`src/rtl/impulse_stim_capture_if.sv`:
```
// Bus bundle for impulse_stim_capture: run control, stimulus/response stream,
// capture readback and peak result.
interface impulse_stim_capture_if #(
    parameter int unsigned DATA_W = 18,
    parameter int unsigned ADDR_W = 5
) ();
    logic              start;
    logic [1:0]        mode;
    logic [DATA_W-1:0] amplitude;
    logic [DATA_W-1:0] stim_out;
    logic [DATA_W-1:0] resp_in;
    logic [ADDR_W-1:0] rd_addr;
    logic [DATA_W-1:0] rd_data;
    logic              busy;
    logic              done;
    logic [DATA_W-1:0] peak_mag;
    logic [ADDR_W-1:0] peak_idx;

    modport master (
        output start, mode, amplitude, resp_in, rd_addr,
        input  stim_out, rd_data, busy, done, peak_mag, peak_idx
    );

    modport slave (
        input  start, mode, amplitude, resp_in, rd_addr,
        output stim_out, rd_data, busy, done, peak_mag, peak_idx
    );
endinterface

```
`src/rtl/impulse_stim_capture.sv`:
```
// Impulse/step stimulus generator with response capture RAM and readback.
// Optional peak-magnitude tracker enabled by defining CAPTURE_PEAK_EN.
module impulse_stim_capture #(
    parameter int unsigned DATA_W    = 18,
    parameter int unsigned PERIOD    = 32,
    parameter int unsigned CAP_DEPTH = 32,
    parameter int unsigned ADDR_W    = $clog2(CAP_DEPTH)
) (
    input  logic                 clk,
    input  logic                 reset_n,
    impulse_stim_capture_if.slave bus
);
    localparam int unsigned CNT_W = (PERIOD > 2) ? $clog2(PERIOD) : 1;
    localparam logic [CNT_W-1:0]  ARM_LAST  = CNT_W'(PERIOD - 2);
    localparam logic [ADDR_W-1:0] LAST_ADDR = ADDR_W'(CAP_DEPTH - 1);
    localparam logic [DATA_W-1:0] MOST_NEG  = {1'b1, {(DATA_W-1){1'b0}}};
    localparam logic [DATA_W-1:0] MOST_POS  = {1'b0, {(DATA_W-1){1'b1}}};

    typedef enum logic [2:0] {S_IDLE, S_ARM, S_FIRE, S_CAPTURE, S_DONE} state_e;

    state_e              state_q, state_d;
    logic [CNT_W-1:0]    arm_cnt_q;
    logic [ADDR_W-1:0]   wr_addr_q;
    logic [1:0]          mode_q;
    logic [DATA_W-1:0]   amp_q;
    logic                sign_toggle_q;
    logic [DATA_W-1:0]   stim_d;
    logic                busy_d, done_d;
    logic [DATA_W-1:0]   neg_amp_c, fire_val_c;
    logic                accept_c, wr_en_c, step_c, alt_c;
    logic [DATA_W-1:0]   mem [CAP_DEPTH];

    assign accept_c = bus.start && ((state_q == S_IDLE) || (state_q == S_DONE));
    assign wr_en_c  = (state_q == S_FIRE) || (state_q == S_CAPTURE);
    assign step_c   = (mode_q == 2'b01);
    assign alt_c    = (mode_q == 2'b10);

    // Saturating negation keeps the most negative code from wrapping onto itself
    assign neg_amp_c  = (amp_q == MOST_NEG) ? MOST_POS : (~amp_q + DATA_W'(1));
    assign fire_val_c = (alt_c && sign_toggle_q) ? neg_amp_c : amp_q;

    always_ff @(posedge clk or negedge reset_n) begin
        if (!reset_n) state_q <= S_IDLE;
        else          state_q <= state_d;
    end

    // Next state plus the values the registered outputs take with it
    always_comb begin
        state_d = state_q;
        stim_d  = '0;
        busy_d  = 1'b0;
        done_d  = 1'b0;
        case (state_q)
            S_IDLE:    if (accept_c) state_d = S_ARM;
            S_ARM:     if (arm_cnt_q == ARM_LAST) state_d = S_FIRE;
            S_FIRE:    state_d = S_CAPTURE;
            S_CAPTURE: if (wr_addr_q == LAST_ADDR) state_d = S_DONE;
            S_DONE:    if (accept_c) state_d = S_ARM;
            default:   state_d = S_IDLE;
        endcase
        busy_d = (state_d == S_ARM) || (state_d == S_FIRE) || (state_d == S_CAPTURE);
        done_d = (state_d == S_DONE);
        if (state_d == S_FIRE || (state_d == S_CAPTURE && step_c)) stim_d = fire_val_c;
    end

    always_ff @(posedge clk or negedge reset_n) begin
        if (!reset_n) begin
            arm_cnt_q     <= '0;
            wr_addr_q     <= '0;
            mode_q        <= '0;
            amp_q         <= '0;
            sign_toggle_q <= 1'b0;
            bus.stim_out  <= '0;
            bus.busy      <= 1'b0;
            bus.done      <= 1'b0;
        end else begin
            bus.stim_out <= stim_d;
            bus.busy     <= busy_d;
            bus.done     <= done_d;
            if (accept_c) begin
                arm_cnt_q <= '0;
                wr_addr_q <= '0;
                mode_q    <= bus.mode;
                amp_q     <= bus.amplitude;
            end else begin
                if (state_q == S_ARM) arm_cnt_q <= arm_cnt_q + CNT_W'(1);
                if (wr_en_c && wr_addr_q != LAST_ADDR) wr_addr_q <= wr_addr_q + ADDR_W'(1);
            end
            if (state_q == S_CAPTURE && state_d == S_DONE) sign_toggle_q <= ~sign_toggle_q;
        end
    end

    // Capture RAM: contents survive reset; read returns pre-write data
    always_ff @(posedge clk) begin
        if (wr_en_c) mem[wr_addr_q] <= bus.resp_in;
    end

    always_ff @(posedge clk or negedge reset_n) begin
        if (!reset_n) bus.rd_data <= '0;
        else          bus.rd_data <= mem[bus.rd_addr];
    end

`ifdef CAPTURE_PEAK_EN
    logic [DATA_W-1:0] resp_abs_c;

    always_comb begin
        resp_abs_c = bus.resp_in;
        if (bus.resp_in == MOST_NEG)     resp_abs_c = MOST_POS;
        else if (bus.resp_in[DATA_W-1])  resp_abs_c = ~bus.resp_in + DATA_W'(1);
    end

    // Strict compare keeps the earliest index on ties
    always_ff @(posedge clk or negedge reset_n) begin
        if (!reset_n) begin
            bus.peak_mag <= '0;
            bus.peak_idx <= '0;
        end else if (accept_c) begin
            bus.peak_mag <= '0;
            bus.peak_idx <= '0;
        end else if (wr_en_c && resp_abs_c > bus.peak_mag) begin
            bus.peak_mag <= resp_abs_c;
            bus.peak_idx <= wr_addr_q;
        end
    end
`else
    assign bus.peak_mag = '0;
    assign bus.peak_idx = '0;
`endif

endmodule
```
`src/flat_wrapper.sv`:
```
// flat-port wrapper written by rule: the top's interface ports become plain ports
module impulse_stim_capture_flat 
#(
    parameter int unsigned DATA_W    = 18,
    parameter int unsigned PERIOD    = 32,
    parameter int unsigned CAP_DEPTH = 32,
    parameter int unsigned ADDR_W    = $clog2(CAP_DEPTH)
)
  (clk, reset_n, bus_start, bus_mode, bus_amplitude, bus_resp_in, bus_rd_addr, bus_stim_out, bus_rd_data, bus_busy, bus_done, bus_peak_mag, bus_peak_idx);
  impulse_stim_capture_if #(.DATA_W(DATA_W), .ADDR_W(ADDR_W)) bus_i ();
  input  logic clk;
  input  logic reset_n;
  input wire logic [$bits(bus_i.start)-1:0] bus_start;
  input wire logic [$bits(bus_i.mode)-1:0] bus_mode;
  input wire logic [$bits(bus_i.amplitude)-1:0] bus_amplitude;
  input wire logic [$bits(bus_i.resp_in)-1:0] bus_resp_in;
  input wire logic [$bits(bus_i.rd_addr)-1:0] bus_rd_addr;
  output wire logic [$bits(bus_i.stim_out)-1:0] bus_stim_out;
  output wire logic [$bits(bus_i.rd_data)-1:0] bus_rd_data;
  output wire logic [$bits(bus_i.busy)-1:0] bus_busy;
  output wire logic [$bits(bus_i.done)-1:0] bus_done;
  output wire logic [$bits(bus_i.peak_mag)-1:0] bus_peak_mag;
  output wire logic [$bits(bus_i.peak_idx)-1:0] bus_peak_idx;
  assign bus_i.start = bus_start;
  assign bus_i.mode = bus_mode;
  assign bus_i.amplitude = bus_amplitude;
  assign bus_i.resp_in = bus_resp_in;
  assign bus_i.rd_addr = bus_rd_addr;
  assign bus_stim_out = bus_i.stim_out;
  assign bus_rd_data = bus_i.rd_data;
  assign bus_busy = bus_i.busy;
  assign bus_done = bus_i.done;
  assign bus_peak_mag = bus_i.peak_mag;
  assign bus_peak_idx = bus_i.peak_idx;
  impulse_stim_capture #(.DATA_W(DATA_W), .PERIOD(PERIOD), .CAP_DEPTH(CAP_DEPTH), .ADDR_W(ADDR_W)) u_core (.clk(clk), .reset_n(reset_n), .bus(bus_i));
endmodule
```
`config.mk`:
```
export PLATFORM = sky130hd
export DESIGN_NAME = impulse_stim_capture_flat
export DESIGN_NICKNAME = d
export VERILOG_FILES = /design/src/rtl/impulse_stim_capture_if.sv /design/src/rtl/impulse_stim_capture.sv /design/src/flat_wrapper.sv
export SDC_FILE = /design/constraint.sdc
export NUM_CORES = 1
export LEC_CHECK = 0
export ABC_AREA = 1
export CAP_MARGIN = 0
export CORE_MARGIN = 2
export CORE_UTILIZATION = 60
export CTS_CLUSTER_DIAMETER = 50
export DETAILED_ROUTE_END_ITERATION = 8
export PLACE_DENSITY_LB_ADDON = 0.12
export SLEW_MARGIN = 20
export SYNTH_ARGS = -nofsm -noshare
export SYNTH_HDL_FRONTEND = slang
export SYNTH_SLANG_ARGS = --single-unit
```
`constraint.sdc`:
```
create_clock -name clk -period 5.6 [get_ports clk]
set_input_delay 0.56 -clock clk [delete_from_list [all_inputs] [get_ports clk]]
set_output_delay 0.56 -clock clk [all_outputs]
set_load 0.03 [all_outputs]
```
==> results.yml <==
power:
  max-vdd-ir-drop_mv: 0.307
  powerDensity_nw_per_um2: 370
  p_leak_uw: 0.0113
synth:
  yosysSeqAreaShare_pct: 71.6
  yosysTopAreaCell: "edfxtp_1"
  postSynthRegisterBits: 648
  ys_types: 30
  synth-xor-area-share_pct: 0.0985
  syn_inst: 2325
  mappedNetlistArea_um2: 26700
  ys.warnings.count: 0
  synth_top_family_by_area: "simple AND/OR/NAND/NOR gates"
  avgSynthCellArea_um2: 11.5
  synthMuxAreaShare_pct: 0
  synth_area_leaders: "edfxtp_1 65%, nand2_1 11%, nand3_1 9.6%"
  synthSimpleGateAreaFrac_pct: 22.6
  synthAdderAreaFrac_pct: 0.375
  synth_compound_area_share_pct: 0.985
  synth_top_area_share_pct: 64.8
clock_network:
  ctsResizeCount: 0
  worstSkewPairLatency_ps: 600
  tritoncts: "built"
  clock-sinks: 648
  cts_root_buffer: "clkbuf_16"
  clk_pin_slew_ps: 60
  ctsHtreeMaxLevel: 3
  cts-buffers-inserted: 67
  clk_path_buf_depth: 3
detailed_routing:
  drtIter0Drc: 2278
  firstDrtPassIters: 6
  ant_nets: 0
  via_per_inst: 5.83
  drc_errors: 0
  routed_wl_um: 66900
  detail_route.wl_per_cell_um: 21.9
  num_vias: 17800
critical_path:
  critPathCaptureType: "flop"
  r2r_end: "u_core.mem[29][1]"
  r2r_cells: 4
  r2r_setup_slack_ps: 3070
  critPathKind: "reg2reg"
  crit_arrival_ps: 2800
  r2r-start: "u_core.state_q[2]"
  worstPathRequired_ps: 5880
  crit_fanout: 10
  cp-start-kind: "flop"
hold_path:
  hold_class: "in2async"
final_layout:
  layout-area-overhead-vs-synth_pct: 12.7
  fin_nets: 2461
  final_util_pct: 68.3
  drive_gt1_share_pct: 8.05
  finish.instance_area_um2: 30100
sta:
  rsz0062_at_grt: "false"
  fin_crit_ps: 2530
  finalHoldViolCount: 0
  slew_headroom_pct: 33.5
  max_freq_mhz: 396
  drv_slew: 0
  fin_skew_ps: 26.6
  fin_ws_ps: 3070
  setup_tns_ps: 0
  worst_pin_slew_ps: 992
  setup_viol: 0
  period_share_pct: 45.1
global_routing:
  grt_overflow: 0
  grt_pass1_wl_um: 102000
  grt_max_degree: 163
  grt_pass1_vias: 17200
  grt.total_usage_pct: 29.2
  antenna_found_initial: 1
floorplan:
  die_h_um: 215
  die_x_um: 215
  row_count: 77
  core_area_um2: 44000
  start_util_pct: 60.6
  dieArea_um2: 46200
  io_pins: 107
placed_design:
  hpwl_um: 36700
  place_ws_ps: 2600
  port_buffers: 83
  placed_cell_area_um2: 28000
  gp_congestion: 0.858
run:
  drv_cap: 0
outcome:
  outcome: "finished clean"
kinds of logic after synthesis:
family,count (synthesis)
AO/OA/AOI/OAI,48
XOR/XNOR,3
adder cells (fa/ha/maj),8
buffers and inverters,203
flip-flops,648
other,1
AND/OR/NAND/NOR,1414
flip-flops by register name, indices dropped and copies added (netlist names):
| name | flops |
|---|---|
| u_core.bus.stim_out | 18 |
| u_core.wr_addr_q | 5 |
| u_core.bus.done | 1 |
| u_core.bus.rd_data | 18 |
| u_core.state_q | 3 |
| u_core.mode_q | 2 |
| u_core.arm_cnt_q | 5 |
| u_core.bus.busy | 1 |
| u_core.amp_q | 18 |
| u_core.mem | 576 |
| u_core.sign_toggle_q | 1 |
worst max-delay path by stage:
stage	start	to	slack [ps]	depth (start not counted)
finish	u_core.state_q[2]	u_core.mem[29][1]	3070	4
global route	u_core.state_q[2]	u_core.mem[29][14]	2940	4
CTS	u_core.state_q[2]	u_core.mem[13][17]	2950	3
detailed placement	bus_rd_addr[0]	u_core.bus.rd_data[7]	2600	10
global placement	bus_rd_addr[0]	u_core.bus.rd_data[7]	2610	10
floorplan	u_core.state_q[2]	u_core.mem[0][0]	3600	3
final cells by class:
| class | instances | area, µm² |
|---|---|---|
| timing repair buffer | 142 | 1310 |
| sequential | 648 | 19100 |
| clock buffer | 91 | 1900 |
| inverter | 52 | 205 |
| antenna | 1 | 2.50 |
| clock inverter | 30 | 194 |
| tap | 592 | 741 |
| multi-input combinational | 1496 | 6610 |
| fill | 3187 | 14000 |
metrics by stage:
step	total power, µW	hold slack [ps]	cells
after CTS	11200	374	3051
after global routing	11500	404	3051
after detailed placement	6930	459	2929
after floorplan	6470	264	2347
after global placement	6890	455	2929
final	11100	388	3052
where the power goes:
| part | switching (µW) | internal (µW) |
|---|---|---|
| Sequential | 139 | 5480 |
| Clock | 1790 | 2480 |
| Combinational | 870 | 356 |
| Total | 2800 | 8320 |
worst max-delay path, stage by stage, from the launching register on:
cell     delay (ps)
dfrtp_1         400
nor2_2          290
nand2_1         500
nor2_2          680
buf_4           340
timing repair:
| action | in CTS | in global routing |
|---|---|---|
| hold buffers | 1 | 0 |
| hold endpoints to repair | 16 | 0 |
| buffers inserted | 0 | 0 |
cell usage after synthesis:
library cell and number:
nor2_1 60, inv_1 46, inv_4 2, o21ai_4 1
inv_2 2, o21ai_0 29, or2_2 1, nor2_2 3
ha_1 8, o21ai_2 1, nand2_1 809, conb_1 1
nand3_1 514, and2_1 18, clkbuf_1 23, xor2_1 2
buf_4 36, clkinv_1 2, xnor2_1 1, nand4_1 3
a31oi_1 6, buf_2 53, edfxtp_1 576, a21oi_1 11
dfrtp_1 72, or2_4 1, buf_6 25, buf_1 14
and3_1 1, nor3_1 4
layer usage:
layer | vias to the layer above | global-route usage (%) | part of all wire (%)
li1 | 8164 | - | -
met1 | 8731 | 41.6 | 42
met2 | 791 | 45.8 | 47
met3 | 97 | 5.10 | 8.6
met4 | 2 | 10.7 | 2.9
met5 | - | 0 | 0.019
layout by cell type, fill, tap and decap left out, types with 2 or more instances in the layout:
master	instances
buf_4	57
clkbuf_8	2
nand4_1	3
bufinv_16	2
a31oi_1	6
clkbuf_1	17
clkinv_1	16
buf_2	2
clkdlybuf4s50_1	77
clkbuf_16	73
nor2_1	28
buf_12	4
dfrtp_1	72
inv_2	2
xor2_1	2
inv_1	45
o21ai_0	29
nor3_1	4
edfxtp_1	576
conb_1	23
ha_1	8
nor2_4	6
nor2_2	29
and2_1	18
nand2_1	809
a21oi_1	11
clkinv_2	12
nand3_1	514
Note: power is estimated with default switching activity, not from simulation.
